`config.mk`:
```
export PLATFORM = sky130hd
export DESIGN_NAME = mdio_master_ctrl
export DESIGN_NICKNAME = d
export VERILOG_FILES = /design/src/rtl/mdio_pkg.sv /design/src/rtl/mdio_clk_gen.sv /design/src/rtl/mdio_master_ctrl.sv
export SDC_FILE = /design/constraint.sdc
export NUM_CORES = 1
export LEC_CHECK = 0
export CORE_MARGIN = 3
export CORE_UTILIZATION = 36
export DETAILED_ROUTE_END_ITERATION = 10
export SLEW_MARGIN = 10
export SYNTH_ARGS = -nofsm -noshare
export SYNTH_HDL_FRONTEND = slang
export SYNTH_SLANG_ARGS = --single-unit
export TNS_END_PERCENT = 30
```
`constraint.sdc`:
```
create_clock -name s_axi_aclk -period 7.5 [get_ports s_axi_aclk]
set_clock_uncertainty 0.15 [all_clocks]
set_input_delay 0.75 -clock s_axi_aclk [delete_from_list [all_inputs] [get_ports s_axi_aclk]]
set_output_delay 0.75 -clock s_axi_aclk [all_outputs]
set_load 0.05 [all_outputs]
```
`src/rtl/mdio_pkg.sv`:
```
// mdio_pkg
//   Shared definitions for the Clause-22 MDIO master: opcode constants,
//   frame field widths, the frame FSM state encoding and two small helpers
//   that describe the field sequence (length of each field and its successor).
package mdio_pkg;

  localparam logic [1:0] MDIO_OP_WR = 2'b01;
  localparam logic [1:0] MDIO_OP_RD = 2'b10;

  localparam int MDIO_ST_W      = 2;
  localparam int MDIO_OP_W      = 2;
  localparam int MDIO_ADDR_W    = 5;
  localparam int MDIO_TA_W      = 2;
  localparam int MDIO_DATA_W    = 16;
  localparam int MDIO_FRAME_W   = 32;  // ST..DATA, everything after the preamble
  localparam int MDIO_BIT_CNT_W = 8;   // bit-within-field counter, also covers the preamble

  typedef enum logic [3:0] {
    S_IDLE  = 4'd0,
    S_PRE   = 4'd1,
    S_ST    = 4'd2,
    S_OP    = 4'd3,
    S_PHYAD = 4'd4,
    S_REGAD = 4'd5,
    S_TA    = 4'd6,
    S_DATA  = 4'd7,
    S_DONE  = 4'd8
  } mdio_state_t;

  // Number of bits in a fixed-length field (the preamble length is a
  // parameter of the controller and is handled there).
  function automatic logic [MDIO_BIT_CNT_W-1:0] mdio_field_len(input mdio_state_t s);
    case (s)
      S_ST:    return MDIO_BIT_CNT_W'(MDIO_ST_W);
      S_OP:    return MDIO_BIT_CNT_W'(MDIO_OP_W);
      S_PHYAD: return MDIO_BIT_CNT_W'(MDIO_ADDR_W);
      S_REGAD: return MDIO_BIT_CNT_W'(MDIO_ADDR_W);
      S_TA:    return MDIO_BIT_CNT_W'(MDIO_TA_W);
      S_DATA:  return MDIO_BIT_CNT_W'(MDIO_DATA_W);
      default: return MDIO_BIT_CNT_W'(1);
    endcase
  endfunction

  function automatic mdio_state_t mdio_next_field(input mdio_state_t s);
    case (s)
      S_PRE:   return S_ST;
      S_ST:    return S_OP;
      S_OP:    return S_PHYAD;
      S_PHYAD: return S_REGAD;
      S_REGAD: return S_TA;
      S_TA:    return S_DATA;
      S_DATA:  return S_DONE;
      default: return S_IDLE;
    endcase
  endfunction

endpackage

```
`src/rtl/mdio_clk_gen.sv`:
```
// mdio_clk_gen
//   MDC generator. On i_load the divisor is captured (clamped to >= 2) and
//   MDC restarts low; while i_run is high MDC toggles every r_div cycles, so
//   the first rising edge comes r_div cycles after the load.
//   Ports:
//     i_clk, i_rst_n   clock, synchronous active-low reset
//     i_load           capture i_clk_div and restart the divider
//     i_run            divider runs; when low MDC is held low
//     i_clk_div        MDC half-period in i_clk cycles
//     o_mdc            MDIO clock
//     o_rise / o_fall  high in the cycle whose closing edge raises / drops MDC
module mdio_clk_gen #(
  parameter int CLK_DIV_WIDTH = 8
) (
  input  logic                     i_clk,
  input  logic                     i_rst_n,
  input  logic                     i_load,
  input  logic                     i_run,
  input  logic [CLK_DIV_WIDTH-1:0] i_clk_div,
  output logic                     o_mdc,
  output logic                     o_rise,
  output logic                     o_fall
);

  logic [CLK_DIV_WIDTH-1:0] r_div;
  logic [CLK_DIV_WIDTH-1:0] r_cnt;
  logic                     r_mdc;
  logic                     w_wrap;

  assign w_wrap = i_run && (r_cnt == (r_div - CLK_DIV_WIDTH'(1)));
  assign o_rise = w_wrap && !r_mdc;
  assign o_fall = w_wrap &&  r_mdc;
  assign o_mdc  = r_mdc;

  always_ff @(posedge i_clk) begin
    if (!i_rst_n) begin
      r_div <= CLK_DIV_WIDTH'(2);
      r_cnt <= '0;
      r_mdc <= 1'b0;
    end else if (i_load) begin
      r_div <= (i_clk_div < CLK_DIV_WIDTH'(2)) ? CLK_DIV_WIDTH'(2) : i_clk_div;
      r_cnt <= '0;
      r_mdc <= 1'b0;
    end else if (!i_run) begin
      r_cnt <= '0;
      r_mdc <= 1'b0;
    end else if (w_wrap) begin
      r_cnt <= '0;
      r_mdc <= ~r_mdc;
    end else begin
      r_cnt <= r_cnt + CLK_DIV_WIDTH'(1);
    end
  end

endmodule

```
`src/rtl/mdio_master_ctrl.sv`:
```
// mdio_master_ctrl
//   Clause-22 MDIO master. Sends PRE (PREAMBLE_LEN ones), ST, OP, PHYAD,
//   REGAD, TA and DATA, MSB first, on mdio_o/mdio_t, and for reads shifts
//   mdio_i into rd_data.
//   Optional build macro: MDIO_PREAMBLE_SUPPRESS_EN adds input cmd_no_pre;
//   a frame started with cmd_no_pre=1 skips the preamble.
//   Ports:
//     s_axi_aclk, s_axi_aresetn   clock, synchronous active-low reset
//     cmd_start/op/phy_addr/reg_addr/wr_data, clk_div   command, captured on accept
//     mdc, mdio_o, mdio_t, mdio_i MDIO pins (mdio_t=1 releases the line)
//     busy, done, rd_data, rd_err, cmd_err   status
//     o_dbg_state                 current frame FSM state (mdio_state_t encoding)
//
//   Handshake: cmd_start is a one-cycle valid; busy=0 acts as ready. A start
//   seen while busy is dropped silently; a start with an opcode other than
//   read/write is refused with a cmd_err pulse in the following cycle.
module mdio_master_ctrl
  import mdio_pkg::*;
#(
  parameter int CLK_DIV_WIDTH = 8,
  parameter int PREAMBLE_LEN  = 32
) (
  input  logic                     s_axi_aclk,
  input  logic                     s_axi_aresetn,
  input  logic                     cmd_start,
  input  logic [MDIO_OP_W-1:0]     cmd_op,
  input  logic [MDIO_ADDR_W-1:0]   cmd_phy_addr,
  input  logic [MDIO_ADDR_W-1:0]   cmd_reg_addr,
  input  logic [MDIO_DATA_W-1:0]   cmd_wr_data,
`ifdef MDIO_PREAMBLE_SUPPRESS_EN
  input  logic                     cmd_no_pre,
`endif
  input  logic [CLK_DIV_WIDTH-1:0] clk_div,
  output logic                     mdc,
  output logic                     mdio_o,
  output logic                     mdio_t,
  input  logic                     mdio_i,
  output logic                     busy,
  output logic                     done,
  output logic [MDIO_DATA_W-1:0]   rd_data,
  output logic                     rd_err,
  output logic                     cmd_err,
  output logic [3:0]               o_dbg_state
);

  mdio_state_t               r_state, w_state_next;
  logic [MDIO_BIT_CNT_W-1:0] r_bit, w_bit_next, w_field_last;
  logic [MDIO_FRAME_W-1:0]   r_tx, w_tx_src, w_frame_new;
  logic [MDIO_DATA_W-1:0]    r_rx, r_rd_data;
  logic r_is_rd, r_mdio_o, r_mdio_t, r_rd_err, r_cmd_err;
  logic w_op_ok, w_cmd_rd, w_idle, w_accept, w_reject, w_run, w_no_pre;
  logic w_is_rd_src, w_rise, w_fall;

`ifdef MDIO_PREAMBLE_SUPPRESS_EN
  assign w_no_pre = cmd_no_pre;
`else
  assign w_no_pre = 1'b0;
`endif

  assign w_idle   = (r_state == S_IDLE);
  assign w_cmd_rd = (cmd_op == MDIO_OP_RD);
  assign w_op_ok  = (cmd_op == MDIO_OP_WR) || w_cmd_rd;
  assign w_accept = cmd_start && w_idle && w_op_ok;
  assign w_reject = cmd_start && w_idle && !w_op_ok;
  assign w_run    = !w_idle && (r_state != S_DONE);

  // Everything after the preamble. A read leaves TA/DATA as ones; mdio_t is
  // released there so those bits never reach the line.
  assign w_frame_new = {2'b01, cmd_op, cmd_phy_addr, cmd_reg_addr,
                        w_cmd_rd ? 2'b11 : 2'b10,
                        w_cmd_rd ? 16'hFFFF : cmd_wr_data};

  // On the accept edge the first bit comes from the inputs, not from r_tx.
  assign w_tx_src    = w_accept ? w_frame_new : r_tx;
  assign w_is_rd_src = w_accept ? w_cmd_rd : r_is_rd;

  assign w_field_last = (r_state == S_PRE) ? MDIO_BIT_CNT_W'(PREAMBLE_LEN - 1)
                                           : mdio_field_len(r_state) - MDIO_BIT_CNT_W'(1);

  mdio_clk_gen #(.CLK_DIV_WIDTH(CLK_DIV_WIDTH)) u_clk_gen (
    .i_clk     (s_axi_aclk),
    .i_rst_n   (s_axi_aresetn),
    .i_load    (w_accept),
    .i_run     (w_run),
    .i_clk_div (clk_div),
    .o_mdc     (mdc),
    .o_rise    (w_rise),
    .o_fall    (w_fall)
  );

  always_ff @(posedge s_axi_aclk) begin
    if (!s_axi_aresetn) begin
      r_state <= S_IDLE;
      r_bit   <= '0;
    end else begin
      r_state <= w_state_next;
      r_bit   <= w_bit_next;
    end
  end

  // Bits advance on MDC falling edges; DONE lasts exactly one cycle.
  always_comb begin
    w_state_next = r_state;
    w_bit_next   = r_bit;
    case (r_state)
      S_IDLE: begin
        if (w_accept) begin
          w_state_next = w_no_pre ? S_ST : S_PRE;
          w_bit_next   = '0;
        end
      end
      S_DONE: w_state_next = S_IDLE;
      default: begin
        if (w_fall) begin
          if (r_bit == w_field_last) begin
            w_state_next = mdio_next_field(r_state);
            w_bit_next   = '0;
          end else begin
            w_bit_next = r_bit + MDIO_BIT_CNT_W'(1);
          end
        end
      end
    endcase
  end

  always_ff @(posedge s_axi_aclk) begin
    if (!s_axi_aresetn) begin
      r_tx      <= '0;
      r_rx      <= '0;
      r_is_rd   <= 1'b0;
      r_mdio_o  <= 1'b1;
      r_mdio_t  <= 1'b1;
      r_rd_data <= '0;
      r_rd_err  <= 1'b0;
      r_cmd_err <= 1'b0;
    end else begin
      r_cmd_err <= w_reject;
      if (w_accept) begin
        r_is_rd  <= w_cmd_rd;
        r_rd_err <= 1'b0;
      end
      // New bit on the line at accept and at every MDC fall.
      if (w_accept || w_fall) begin
        case (w_state_next)
          S_PRE: begin
            r_mdio_o <= 1'b1;
            r_mdio_t <= 1'b0;
            r_tx     <= w_tx_src;
          end
          S_DONE: begin
            r_mdio_o <= 1'b1;
            r_mdio_t <= 1'b1;
          end
          default: begin
            r_mdio_o <= w_tx_src[MDIO_FRAME_W-1];
            r_tx     <= {w_tx_src[MDIO_FRAME_W-2:0], 1'b0};
            r_mdio_t <= w_is_rd_src && ((w_state_next == S_TA) || (w_state_next == S_DATA));
          end
        endcase
      end
      // A PHY must drive the second TA bit low; a one means nobody answered.
      if (w_rise && r_is_rd && (r_state == S_TA) && (r_bit == MDIO_BIT_CNT_W'(1)))
        r_rd_err <= mdio_i;
      if (w_rise && (r_state == S_DATA))
        r_rx <= {r_rx[MDIO_DATA_W-2:0], mdio_i};
      if (r_is_rd && (r_state == S_DATA) && (w_state_next == S_DONE))
        r_rd_data <= r_rx;
    end
  end

  assign mdio_o      = r_mdio_o;
  assign mdio_t      = r_mdio_t;
  assign busy        = !w_idle;
  assign done        = (r_state == S_DONE);
  assign rd_data     = r_rd_data;
  assign rd_err      = r_rd_err;
  assign cmd_err     = r_cmd_err;
  assign o_dbg_state = r_state;

endmodule

```
# Yosys cells after proc, flatten, opt, wreduce, memory -nomap -nowiden
# Index checks and enable logic that the tools add are counted.
classes:
  n_eq_ne: 19
  addsub: 4
  n_lt_le_gt_ge: 1
  mux: 21
  n_bitwise: 5
  reduce_logical: 30
ops:
  columns: ["op", "count"]
  rows:
  - ["one-hot mux 32 bit (2 select lines)", 1]
  - ["two-way mux 8 bit", 5]
  - ["two-way mux 32 bit", 1]
  - ["one-hot mux 4 bit (7 select lines)", 1]
  - ["equality test 4 x 3 -> 1 bit, second input constant", 6]
  - ["adder 8 x 1 -> 8 bit, second input constant", 2]
  - ["equality test 8 bit", 2]
  - ["two-way mux 16 bit", 1]
  - ["one-hot mux 8 bit (2 select lines)", 1]
  - ["subtractor 8 x 1 -> 8 bit, second input constant", 2]
  - ["one-hot mux 5 bit (3 select lines)", 1]
  - ["logical AND 1 bit", 14]
  - ["two-way mux 4 bit", 3]
  - ["equality test 4 x 1 -> 1 bit, second input constant", 2]
  - ["equality test 4 x 2 -> 1 bit, second input constant", 2]
  - ["equality test 4 bit, second input constant", 2]
  - ["equality test 8 x 1 -> 1 bit, second input constant", 1]
  - ["less-than comparator 8 x 2 -> 1 bit, second input constant", 1]
  - ["one-hot mux 4 bit (2 select lines)", 1]
  - ["OR reduction 3 bit", 2]
  - ["two-way mux 1 bit", 5]
  - ["NOT 1 bit", 5]
  - ["zero test 4 bit", 1]
  - ["!= test 4 bit, second input constant", 1]
  - ["11 further kinds", 17]
totals:
  word_cells: 93
  in_bits: 40
  out_inout_bits: 27
  register_bits: 98

# Logic depth before layout (Yosys ltp)
depth:
  word_depth: 13
  mapped_depth: 16
  ltp_nobuf: 12

# Modules after synthesis
# Synthesis repeated with hierarchy kept, for this count alone.
unflattened:
  hier_cells: 682
  hier_area_um2: 5515.3
by_module_without_submodules:
  columns: ["module", "seq_area_each_um2", "area_per_inst_um2", "n_inst", "cells_per_inst"]
  rows:
  - ["mdio_master_ctrl", 1621.6, 4586.9, 1, 584]
  - ["mdio_clk_gen", 340.3, 928.4, 1, 98]

# Least setup slack after synthesis
# OpenSTA, ideal clock, no wires.
synth_path:
  path_kind: "register to register"
  start: "register r_state[1], in the netlist o_dbg_state[1]"
  end: "register r_rd_data[10], in the netlist rd_data[10]"
  path_buffers: 3
  t_required_ns: 7.222
  stages_incl_launch_ff: 16
  slack_ns: 3.536
  period_less_slack_ns: 3.964
  setup_ns: 0.128
  t_arrival_ns: 3.686
  path_cell_list: "dfxtp_1 > clkbuf_1 > nor2b_1 > nand2_1 > ha_1 > ha_1 > and4b_1 > o211ai_1 > o211a_1 > nand4_1 > or2_1 > buf_2 > nor4_4 > buf_4 > mux2i_1 > nor2_1"
synth_via:
  elab_chain_len: 11
  word_cells_on_any_way: 30
  cone_classes: "add/sub: 1; eq/ne: 11; mux: 7; reduce/logical: 11"
synth_rtl:
  columns: ["element", "line", "source"]
  rows:
  - ["start, declared", "mdio_master_ctrl.sv:46", "mdio_state_t r_state, w_state_next;"]
  - ["start signal, assigned", "mdio_master_ctrl.sv:96", "r_state <= w_state_next;"]
  - ["equality test 4 x 3 -> 1 bit or equality test 4 x 2 -> 1 bit (tied branches)", "mdio_pkg.sv:33, mdio_pkg.sv:45", null]
  - ["OR reduction 3 bit (no line) or OR reduction 2 bit (tied branches)", null, null]
  - ["one-hot mux 5 bit (3 select lines)", "mdio_pkg.sv:33", "case (s)"]
  - ["subtractor 8 x 1 -> 8 bit", "mdio_master_ctrl.sv:78", ": mdio_field_len(r_state) - MDIO_BIT_CNT_W'(1);"]
  - ["two-way mux 8 bit", "mdio_master_ctrl.sv:77", "assign w_field_last = (r_state == S_PRE) ? MDIO_BIT_CNT_W'(PREAMBLE_LEN - 1)"]
  - ["equality test 8 bit", "mdio_master_ctrl.sv:115", "if (r_bit == w_field_last) begin"]
  - ["two-way mux 4 bit", "mdio_master_ctrl.sv:115", null]
  - ["two-way mux 4 bit", "mdio_master_ctrl.sv:114", "if (w_fall) begin"]
  - ["one-hot mux 4 bit (2 select lines)", "mdio_master_ctrl.sv:105", "case (r_state)"]
  - ["equality test 4 bit", "mdio_master_ctrl.sv:166", "if (r_is_rd && (r_state == S_DATA) && (w_state_next == S_DONE))"]
  - ["logical AND 1 bit (*)", "mdio_master_ctrl.sv:166", null]
  - ["end signal, assigned", "mdio_master_ctrl.sv:167", "r_rd_data <= r_rx;"]
  - ["end, declared", "mdio_master_ctrl.sv:49", "logic [MDIO_DATA_W-1:0] r_rx, r_rd_data;"]
# Every way passes the cells marked *; elsewhere a longest branch is shown, timed or not.
# A chain may end at the register's enable or synchronous reset.

# Worst setup path in the final report
layout_path:
  start: "register r_state[1], in the netlist o_dbg_state[1]"
  end: "register r_tx[27]"
layout_via:
  elab_chain_len: 12
  word_cells_on_any_way: 34
  cone_classes: "add/sub: 1; eq/ne: 12; mux: 9; bitwise: 1; reduce/logical: 11"
layout_rtl:
  columns: ["element", "line", "source"]
  rows:
  - ["equality test 4 x 3 -> 1 bit or equality test 4 x 2 -> 1 bit (tied branches)", "mdio_pkg.sv:33, mdio_pkg.sv:45", null]
  - ["OR reduction 3 bit (no line) or OR reduction 2 bit (tied branches)", null, null]
  - ["one-hot mux 5 bit (3 select lines)", "mdio_pkg.sv:33", null]
  - ["subtractor 8 x 1 -> 8 bit", "mdio_master_ctrl.sv:78", null]
  - ["two-way mux 8 bit", "mdio_master_ctrl.sv:77", null]
  - ["equality test 8 bit", "mdio_master_ctrl.sv:115", null]
  - ["two-way mux 4 bit", "mdio_master_ctrl.sv:115", null]
  - ["two-way mux 4 bit", "mdio_master_ctrl.sv:114", null]
  - ["one-hot mux 4 bit (2 select lines)", "mdio_master_ctrl.sv:105", null]
  - ["equality test 4 bit", "mdio_master_ctrl.sv:144", "case (w_state_next)"]
  - ["NOT 1 bit (no line)", null, null]
  - ["AND reduction 2 bit (no line)", null, null]
  - ["end signal, assigned", "mdio_master_ctrl.sv:148", "r_tx <= w_tx_src;"]
  - ["end signal, assigned", "mdio_master_ctrl.sv:156", "r_tx <= {w_tx_src[MDIO_FRAME_W-2:0], 1'b0};"]
  - ["end, declared", "mdio_master_ctrl.sv:48", "logic [MDIO_FRAME_W-1:0] r_tx, w_tx_src, w_frame_new;"]
# Parallel ways exist; a longest one is shown, timed or not.

==> impl_metrics.json <==
{
  "syn_inst": 586,
  "synthFlopType": "dfxtp_1",
  "ys_seq_area_frac": 0.392,
  "ys_ff_latch": 98,
  "layout_min_cycle_time_ps": 4510,
  "setup_violations": 0,
  "cp.arrival_ps": 4610,
  "grt_setup_unrepaired": "no",
  "path_class": "flip-flop to flip-flop",
  "peakVddDrop_mv": 0.121,
  "met3_usage": 0.0300,
  "grt.busiest_layer": "met2",
  "grt_pass1_wl_mm": 19.2,
  "crit_path_start_kind": "flip-flop",
  "path_common_cell": "ha_1",
  "synthAdderAreaFrac": 0.0175,
  "crit_path_max_fanout": 24,
  "dpl_cell_area_mm2": 0.00573,
  "post_drt_wl_per_cell_um": 14.3,
  "grt.total_usage": 0.157,
  "place.gp.congestion": 0.848,
  "final_area_mm2": 0.00605,
  "final_util": 0.452,
  "num-nets-final": 672,
  "synth_top_cell_by_area": "dfxtp_1",
  "slew-limit-headroom": 0.235,
  "syn_nets": 633,
  "routed_wl_mm": 11.5,
  "initial_core_util": 0.373,
  "worst_pin_slew_ps": 1140,
  "met1_usage": 0.205,
  "critPathRequiredTime_ps": 7600,
  "global_route.usage.met2": 0.251,
  "drive_gt1_frac": 0.0571,
  "cts_max_level": 3,
  "max_freq_ghz": 0.222,
  "slowest_stage": "a211oi_4",
  "yosys.area_share.simple": 0.237,
  "drc": 0,
  "end_kind": "flip-flop",
  "finalCritPeriodShare": 0.602,
  "post-dp-hpwl_mm": 7.90,
  "max_stage_delay_ps": 910,
  "place.port_buffers": 66,
  "muxShareOfSynthArea": 0.0983,
  "finalNonFillerCells": 806,
  "vias": 4167,
  "cts.sinks": 98,
  "insertion_delay_ps": 350,
  "cp_num_buf_inv": 0,
  "clockRootBuffer": "clkbuf_16",
  "synth-xor-area-share": 0.0403,
  "cts_buffers": 9,
  "die_area_mm2": 0.0153,
  "path_cells": "nor2b_1 -> nand2_1 -> ha_1 -> ha_1 -> and4b_1 -> o211ai_1 -> o211a_1 -> nand4_1 -> or3_1 -> a211oi_4 -> nand2_2 -> o21a_1",
  "cts-resized-gates": 0,
  "synth_area_mm2": 0.00500,
  "drtIter0Drc": 334,
  "p_leak_nw": 2.15,
  "vias_per_cell": 5.17,
  "drtPass1Iterations": 4,
  "postCtsSetupBuffers": 0,
  "yosysWarnings": 0,
  "overflow": 0,
  "cts_tree": "built",
  "coreArea_mm2": 0.0134,
  "die_x_um": 124,
  "rows": 42,
  "synth_area_leaders": "dfxtp_1 39%, mux2i_1 9.6%, nor2_1 5.4%, a21oi_1 4.3%, nand2_1 2.9%",
  "hold_buffers": 0,
  "cts_buffer_depth": 2,
  "slew_violations": 0,
  "placedCellCount": 790,
  "antennaDiodeCount": 0,
  "synth_cell_types": 60,
  "grt_max_degree": 56,
  "power_density_mw_per_mm2": 208,
  "max_cap_viol_count": 0,
  "synth_top_area_frac": 0.392,
  "grt_pass1_vias": 3967,
  "synth_top_family_by_area": "simple AND/OR/NAND/NOR gates",
  "area_delta_synth_final_pct": 21.0,
  "timing.final.hold_violations": 0,
  "synth_edf_count": 0,
  "ant_nets": 0,
  "holdCritPathClass": "flip-flop to flip-flop",
  "cts.clk_slew.worst_paths_ps": 70,
  "ios": 67,
  "fill_cells": 1287,
  "status": "finished, final reports clean",
  "die_y_um": 124,
  "syn_avg_cell_area_um2": 8.54,
  "antenna_found_initial": 0,
  "ys_async_sr_fraction": 0,
  "fin_setup_tns_ps": 0,
  "crit_family": "simple AND/OR/NAND/NOR gates",
  "synth-compound-area-share": 0.168
}
## cell usage in the layout, fill, tap and decap left out, types with 3 or more instances in the layout
cell,n
a31oi_1,12
or3_1,6
o22a_1,14
and3_1,5
nand3b_1,4
xor2_1,14
and2_1,15
dfxtp_1,98
inv_6,3
nor4_1,6
or2_1,3
nor3_1,19
o21ai_0,26
o21a_1,7
mux2i_1,48
a211oi_1,4
a21oi_1,43
ha_1,7
buf_4,4
nor2_1,71
o221a_2,3
inv_1,10
nor4b_1,4
xnor2_1,9
nand3_1,14
clkdlybuf4s50_1,66
nand2_1,38
clkbuf_16,9
o221a_1,3
nor3b_1,3
nand2b_1,13
nor2b_1,5
nand4_1,7
## state kept, by name, indices dropped and copies added (netlist names), 4 cells and up
name / count
rd_data: 16
u_clk_gen.r_cnt: 8
r_rx: 16
r_tx: 32
r_bit: 8
o_dbg_state: 4
u_clk_gen.r_div: 8
## synth_stat cells (3+ instances only)
master    number
dfxtp_1       98
nor2_1        72
mux2i_1       48
a21oi_1       43
nand2_1       38
clkbuf_1      32
o21ai_0       26
nor3_1        19
and2_1        15
nand3_1       14
o22a_1        14
xor2_1        14
nand2b_1      13
a31oi_1       12
inv_1         10
xnor2_1        9
ha_1           7
nand4_1        7
o21a_1         7
nor4_1         6
or3_1          6
and3_1         5
buf_2          5
nor2b_1        5
a211oi_1       4
nand3b_1       4
nor4b_1        4
buf_4          3
nor3b_1        3
o221a_1        3
o221a_2        3
or2_1          3
## final cells by class
type	count	area [µm²]	area share
multi-input cells	435	2820	0.466
flip-flops and latches	98	1960	0.324
repair buffers	70	691	0.114
clock buffers	9	225	0.0372
well taps	176	220	0.0364
clock inverters	7	95.1	0.0157
inverters	11	41.3	0.00682
## power by group
group / internal (mW) / switching (mW)
Combinational: 0.0822 / 0.114
Sequential: 0.544 / 0.0238
Clock: 0.270 / 0.226
## logic make-up (layout without fill, tap and decap cells)
logic type | after synthesis | in the layout
xor gates and xnor gates | 23 | 23
AOI/OAI and AO/OA | 128 | 128
adders and majority gates | 7 | 7
buffers and inverters | 53 | 97
DFF | 98 | 98
and+or+nand+nor | 228 | 228
muxes | 49 | 49
## through the flow
step | worst slack, ps | hold slack (ps) | total power, mW
floorplan | 3540 | 285 | 0.717
global placement | 3140 | 303 | 0.770
detailed placement | 2950 | 310 | 0.775
CTS | 2930 | 326 | 1.28
global route | 2530 | 347 | 1.32
finish | 2990 | 329 | 1.26
## worst reg2reg max path: stages (launching register included)
cell      delay (ps)
dfxtp_1          620
nor2b_1          280
nand2_1           80
ha_1             180
ha_1             220
and4b_1          200
o211ai_1         170
o211a_1          160
nand4_1          180
or3_1            810
a211oi_4         920
nand2_2          210
o21a_1           230
## path summary, 6_finish.rpt
| kind | slack [ps] | to | start | cells past startpoint |
|---|---|---|---|---|
| max | 2990 | r_tx[27]$_SDFFE_PN0P_ | o_dbg_state[1]$_SDFF_PN0_ | 12 |
| max reg2reg | 2990 | r_tx[27]$_SDFFE_PN0P_ | o_dbg_state[1]$_SDFF_PN0_ | 12 |
| min reg2reg | 330 | r_tx[31]$_SDFFE_PN0P_ | r_tx[30]$_SDFFE_PN0P_ | 2 |
| min | 330 | r_tx[31]$_SDFFE_PN0P_ | r_tx[30]$_SDFFE_PN0P_ | 2 |
## layer usage
layer	up-vias	routed length (µm)
met5	-	0
li1	2159	-
met4	0	329
met3	22	315
met2	64	5400
met1	1922	5460
No activity file was read; power rests on OpenSTA's default activity.
==> RTL edit 1 (config.mk and constraints unchanged) <==
The output `cmd_err` loses its register stage (`r_cmd_err` becomes a continuous assignment).
--- a/src/rtl/mdio_master_ctrl.sv
+++ b/src/rtl/mdio_master_ctrl.sv
@@ -134,5 +134,3 @@
       r_rd_err  <= 1'b0;
-      r_cmd_err <= 1'b0;
     end else begin
-      r_cmd_err <= w_reject;
       if (w_accept) begin
@@ -170,2 +168,4 @@
 
+  assign r_cmd_err = w_reject;
+
   assign mdio_o      = r_mdio_o;
Formal check against the unedited RTL: not equivalent (Yosys sat finds a counterexample within 4 cycles, from zero or initial values and one cycle with s_axi_aresetn low).
==> RTL edit 1 against the original RTL <==
- utilization up 0.070 points
- final cell count down 0.99%
- cell area down 3.8%
- total power down 2.3%
- sequential cell count down 1
- critical endpoint is now rd_data[12]
- clock power down 4.2%
- sequential power down 1%
- wire length up 2.0%
- worst setup slack better by 270 ps
- sequential share of layout area up 0.92 points
- worst hold slack worse by 11 ps
- synthesized area down 3.5%
==> RTL edit 1: results (changes against the original RTL) <==
run status=finished, final reports clean; Total Wirelength=11700 µm (+2.0%); Synth top cells by count=dfxtp_1 (97), nor2_1 (86), a21oi_1 (59); Placed Area=5520 µm² (-3.7%); part of the total power dissipated in combinational logic=0.158 (+0.002); Critical Path Fanout Max=20 (-17%); mean number of vias per cell=5.29 (+2.2%); global-route total usage across every layer=0.163 (+0.00621); Max stage delay on crit path=880 ps (-30 ps); Iteration-0 DRC Markers=365 (+9.3%); share of the yosys chip area belonging to registers=0.402 (+0.00988); most area-consuming cells after synthesis=dfxtp_1 (40%), mux2i_1 (6.8%), nor2_1 (6.7%), a21oi_1 (6.1%), o21ai_0 (3.9%); routed length on met2=5300 µm (-1.9%); HPWL after detailed placement=7830 µm (-0.89%); hold path startpoint=u_clk_gen.r_div[7]; global-route met1 utilization=0.216 (+0.0108); total length of routed met3 wires=607 µm (+93%); largest net degree at the start of global routing=53 (-5.4%); number of detailed-route iterations in the first pass=5 (+1); cell type of the slowest stage on the worst timing path=or3_1; per-instance average area after synthesis=8.26 µm² (-3.3%); global placement routability congestion=0.825 (-2.7%); Layout Nets=669 (-0.45%); critical path data arrival time=4310 ps (-300 ps); share of cells above drive strength 1=0.0607 (+0.00356); grt met2 use=0.256 (+0.00511); clock network power consumption=0.475 mW (-4.2%); reported leakage power=2.14 nW (-0.22%); Max VDD drop=0.113 mV (-6.5%); global-route wire length before repair=19600 µm (+2.3%); total placed cells including tap cells=783 (-0.89%)
==> RTL edit 1: cell types whose count changed in the layout (fill, tap and decap cells not counted), sizes merged, moves of 8 or more <==
| cell | unedited run | this run |
|---|---|---|
| and2 | 16 | 2 |
| nor2 | 72 | 86 |
| o22a | 14 | 2 |
| a21oi | 43 | 61 |
| mux2i | 48 | 34 |
| or3 | 7 | 21 |
| a31oi | 12 | 3 |
| nor3 | 21 | 29 |
| o21ai | 28 | 40 |
| nand2b | 13 | 3 |
==> RTL edit 1: metrics by stage <==
stage | hold slack, ps | total power [mW] | setup slack (ps) | utilization
6_report | 318 | 1.23 | 3260 | 0.452
5_1_grt | 338 | 1.29 | 2900 | 0.452
2_1_floorplan | 298 | 0.706 | 3860 | -
4_1_cts | 323 | 1.24 | 3230 | 0.452
3_5_place_dp | 313 | 0.767 | 3300 | 0.429
3_3_place_gp | 309 | 0.761 | 3480 | 0.429
==> RTL edit 1: final timing paths <==
path | end | slack (ps) | cells after the start
max | rd_data[12] | 3260 | 11
min | u_clk_gen.r_div[7] | 320 | 2
max reg2reg | rd_data[12] | 3260 | 11
min reg2reg | u_clk_gen.r_div[7] | 320 | 2
==> RTL edit 1: cell type report <==
cell class / instances / share of cell area
repair buffers: 71 / 0.120
clock buffers: 10 / 0.0410
clock inverters: 5 / 0.0112
flip-flops and latches: 97 / 0.333
multi-input cells: 429 / 0.449
well taps: 172 / 0.0369
inverters: 14 / 0.00902
==> RTL edit 1: worst reg2reg max path: cells and delay by family (launching register included) <==
family	cells	cell delay, ps
adders and majority gates	2	420
DFF	1	710
and+or+nand+nor	5	1830
AOI/OAI and AO/OA	2	450
muxes	2	550
==> RTL edit 2 (config.mk and constraints unchanged) <==
Without the edit above. `CLK_DIV_WIDTH` is set to 8 in 2 places; all go to 12.
--- a/src/rtl/mdio_clk_gen.sv
+++ b/src/rtl/mdio_clk_gen.sv
@@ -12,3 +12,3 @@
 module mdio_clk_gen #(
-  parameter int CLK_DIV_WIDTH = 8
+  parameter int CLK_DIV_WIDTH = 12
 ) (
--- a/src/rtl/mdio_master_ctrl.sv
+++ b/src/rtl/mdio_master_ctrl.sv
@@ -19,3 +19,3 @@
 #(
-  parameter int CLK_DIV_WIDTH = 8,
+  parameter int CLK_DIV_WIDTH = 12,
   parameter int PREAMBLE_LEN  = 32
Interface: changed (resized clk_div); port bits go from 67 to 71. The function was not compared with the original's and may differ.
==> RTL edit 2 against the original RTL <==
- sequential cell count grew 8
- highest routed layer unchanged
- global-route usage rose by 0.75 points
- total power is 2.9% higher
- synthesized area grew 6.6%
- sequential power grew 7.7%
- worst setup slack improved by 370 ps
- wire length is 14% higher
- critical path type unchanged
- utilization is 0.17 points lower
- cell area increased by 5.6%
==> RTL edit 2: results (changes against the original RTL) <==
run status=finished, final reports clean; vias in the first global route=4474 (+13%); reported leakage power=2.31 nW (+7.5%); wire length per cell after detailed routing=15.3 µm (+7.2%); HPWL after detailed placement=8870 µm (+12%); global-route total usage across every layer=0.164 (+0.00747); post-synthesis net count=683 (+7.9%); per-instance average area after synthesis=8.44 µm² (-1.1%); count of cell types in the netlist=67 (+12%); global placement routability congestion=0.857 (+1.0%); Iteration-0 DRC Markers=265 (-21%); Max stage delay on crit path=820 ps (-90 ps); post-CTS repair timing setup buffer count=0 (unchanged); switching power total=0.381 mW (+5.0%); Placed Area=6090 µm² (+6.3%); total number of vias=4586 (+10%); cell type of the slowest stage on the worst timing path=or2_1; largest net degree at the start of global routing=52 (-7.1%); share of the yosys chip area belonging to registers=0.398 (+0.00565); Max VDD drop=0.175 mV (+46%); Synth top cells by count=dfxtp_1 (106), nand2_1 (85), nor2_1 (76); worst min path class=reg2reg; Critical Path Fanout Max=26 (+8.3%); number of cell instances on the worst register-to-register path=13 (+1); max-slew headroom at the worst pin=0.251 (+0.0158); critical path data arrival time=4250 ps (-360 ps); most area-consuming cells after synthesis=dfxtp_1 (40%), mux2i_1 (6.0%), nand2_1 (6.0%), nor2_1 (5.3%), nand3_1 (3.8%); Layout Nets=723 (+7.6%); count of buffers inserted at the top-level ports=70 (+6.1%); Final Instance Count excl. Fillers=857 (+6.3%); global-route wire length before repair=22000 µm (+15%); total placed cells including tap cells=841 (+6.5%); share of cells above drive strength 1=0.0753 (+0.0182); Place WS=3400 ps (+450 ps); Worst Hold Depth=1 (-1)
[RTL edit 2: cell count changes after synthesis, moves of 10 or more]
cell	change
o22a_1	-13
a21oi_1	-21
nand3_1	+27
a31oi_1	-10
mux2i_1	-16
nand2_1	+47
and2_1	-15
o21ai_1	+13
[RTL edit 2: final timing paths]
| path | startpoint | end | slack [ps] |
|---|---|---|---|
| worst max-delay path | o_dbg_state[1] | r_tx[26] | 3360 |
| worst min-delay path | r_tx[19] | r_tx[19] | 320 |
| worst max register to register | o_dbg_state[1] | r_tx[26] | 3360 |
| worst min register to register | r_tx[19] | r_tx[19] | 320 |
[RTL edit 2: cell families (layout without fill, tap and decap cells)]
logic type / count (synthesis) / in the layout / share of synthesized area
AO/OA/AOI/OAI: 129 / 129 / 0.182
XOR/XNOR: 33 / 33 / 0.0542
AND/OR/NAND/NOR: 267 / 267 / 0.241
multiplexers: 32 / 32 / 0.0601
adder cells (fa/ha/maj): 7 / 7 / 0.0164
flip-flops: 106 / 106 / 0.398
buffers and inverters: 58 / 103 / 0.0493
[RTL edit 2: final cells by class]
type / instances / area [µm²]
flip-flops and latches: 106 / 2120
clock buffers: 10 / 239
repair buffers: 75 / 738
inverters: 12 / 45.0
multi-input cells: 468 / 2960
well taps: 180 / 225
clock inverters: 6 / 60.1
fillers: 1429 / 7810
[RTL edit 2: routing by layer]
| metal | wire, µm | share of wire | track usage | vias to the layer above |
|---|---|---|---|---|
| li1 | - | - | - | 2305 |
| met1 | 6160 | 0.47 | 0.214 | 2169 |
| met2 | 6070 | 0.46 | 0.268 | 99 |
| met3 | 728 | 0.056 | 0.0454 | 13 |
| met4 | 149 | 0.011 | 0.0456 | 0 |
| met5 | 0 | 0 | 0 | - |
[RTL edit 2: power groups by stage]
stage	combinational, mW	sequential, mW	clock (mW)
floorplan	0.148	0.623	0
global placement	0.203	0.624	0
detailed placement	0.208	0.624	0
CTS	0.209	0.611	0.494
global route	0.231	0.617	0.512
finish	0.208	0.612	0.476
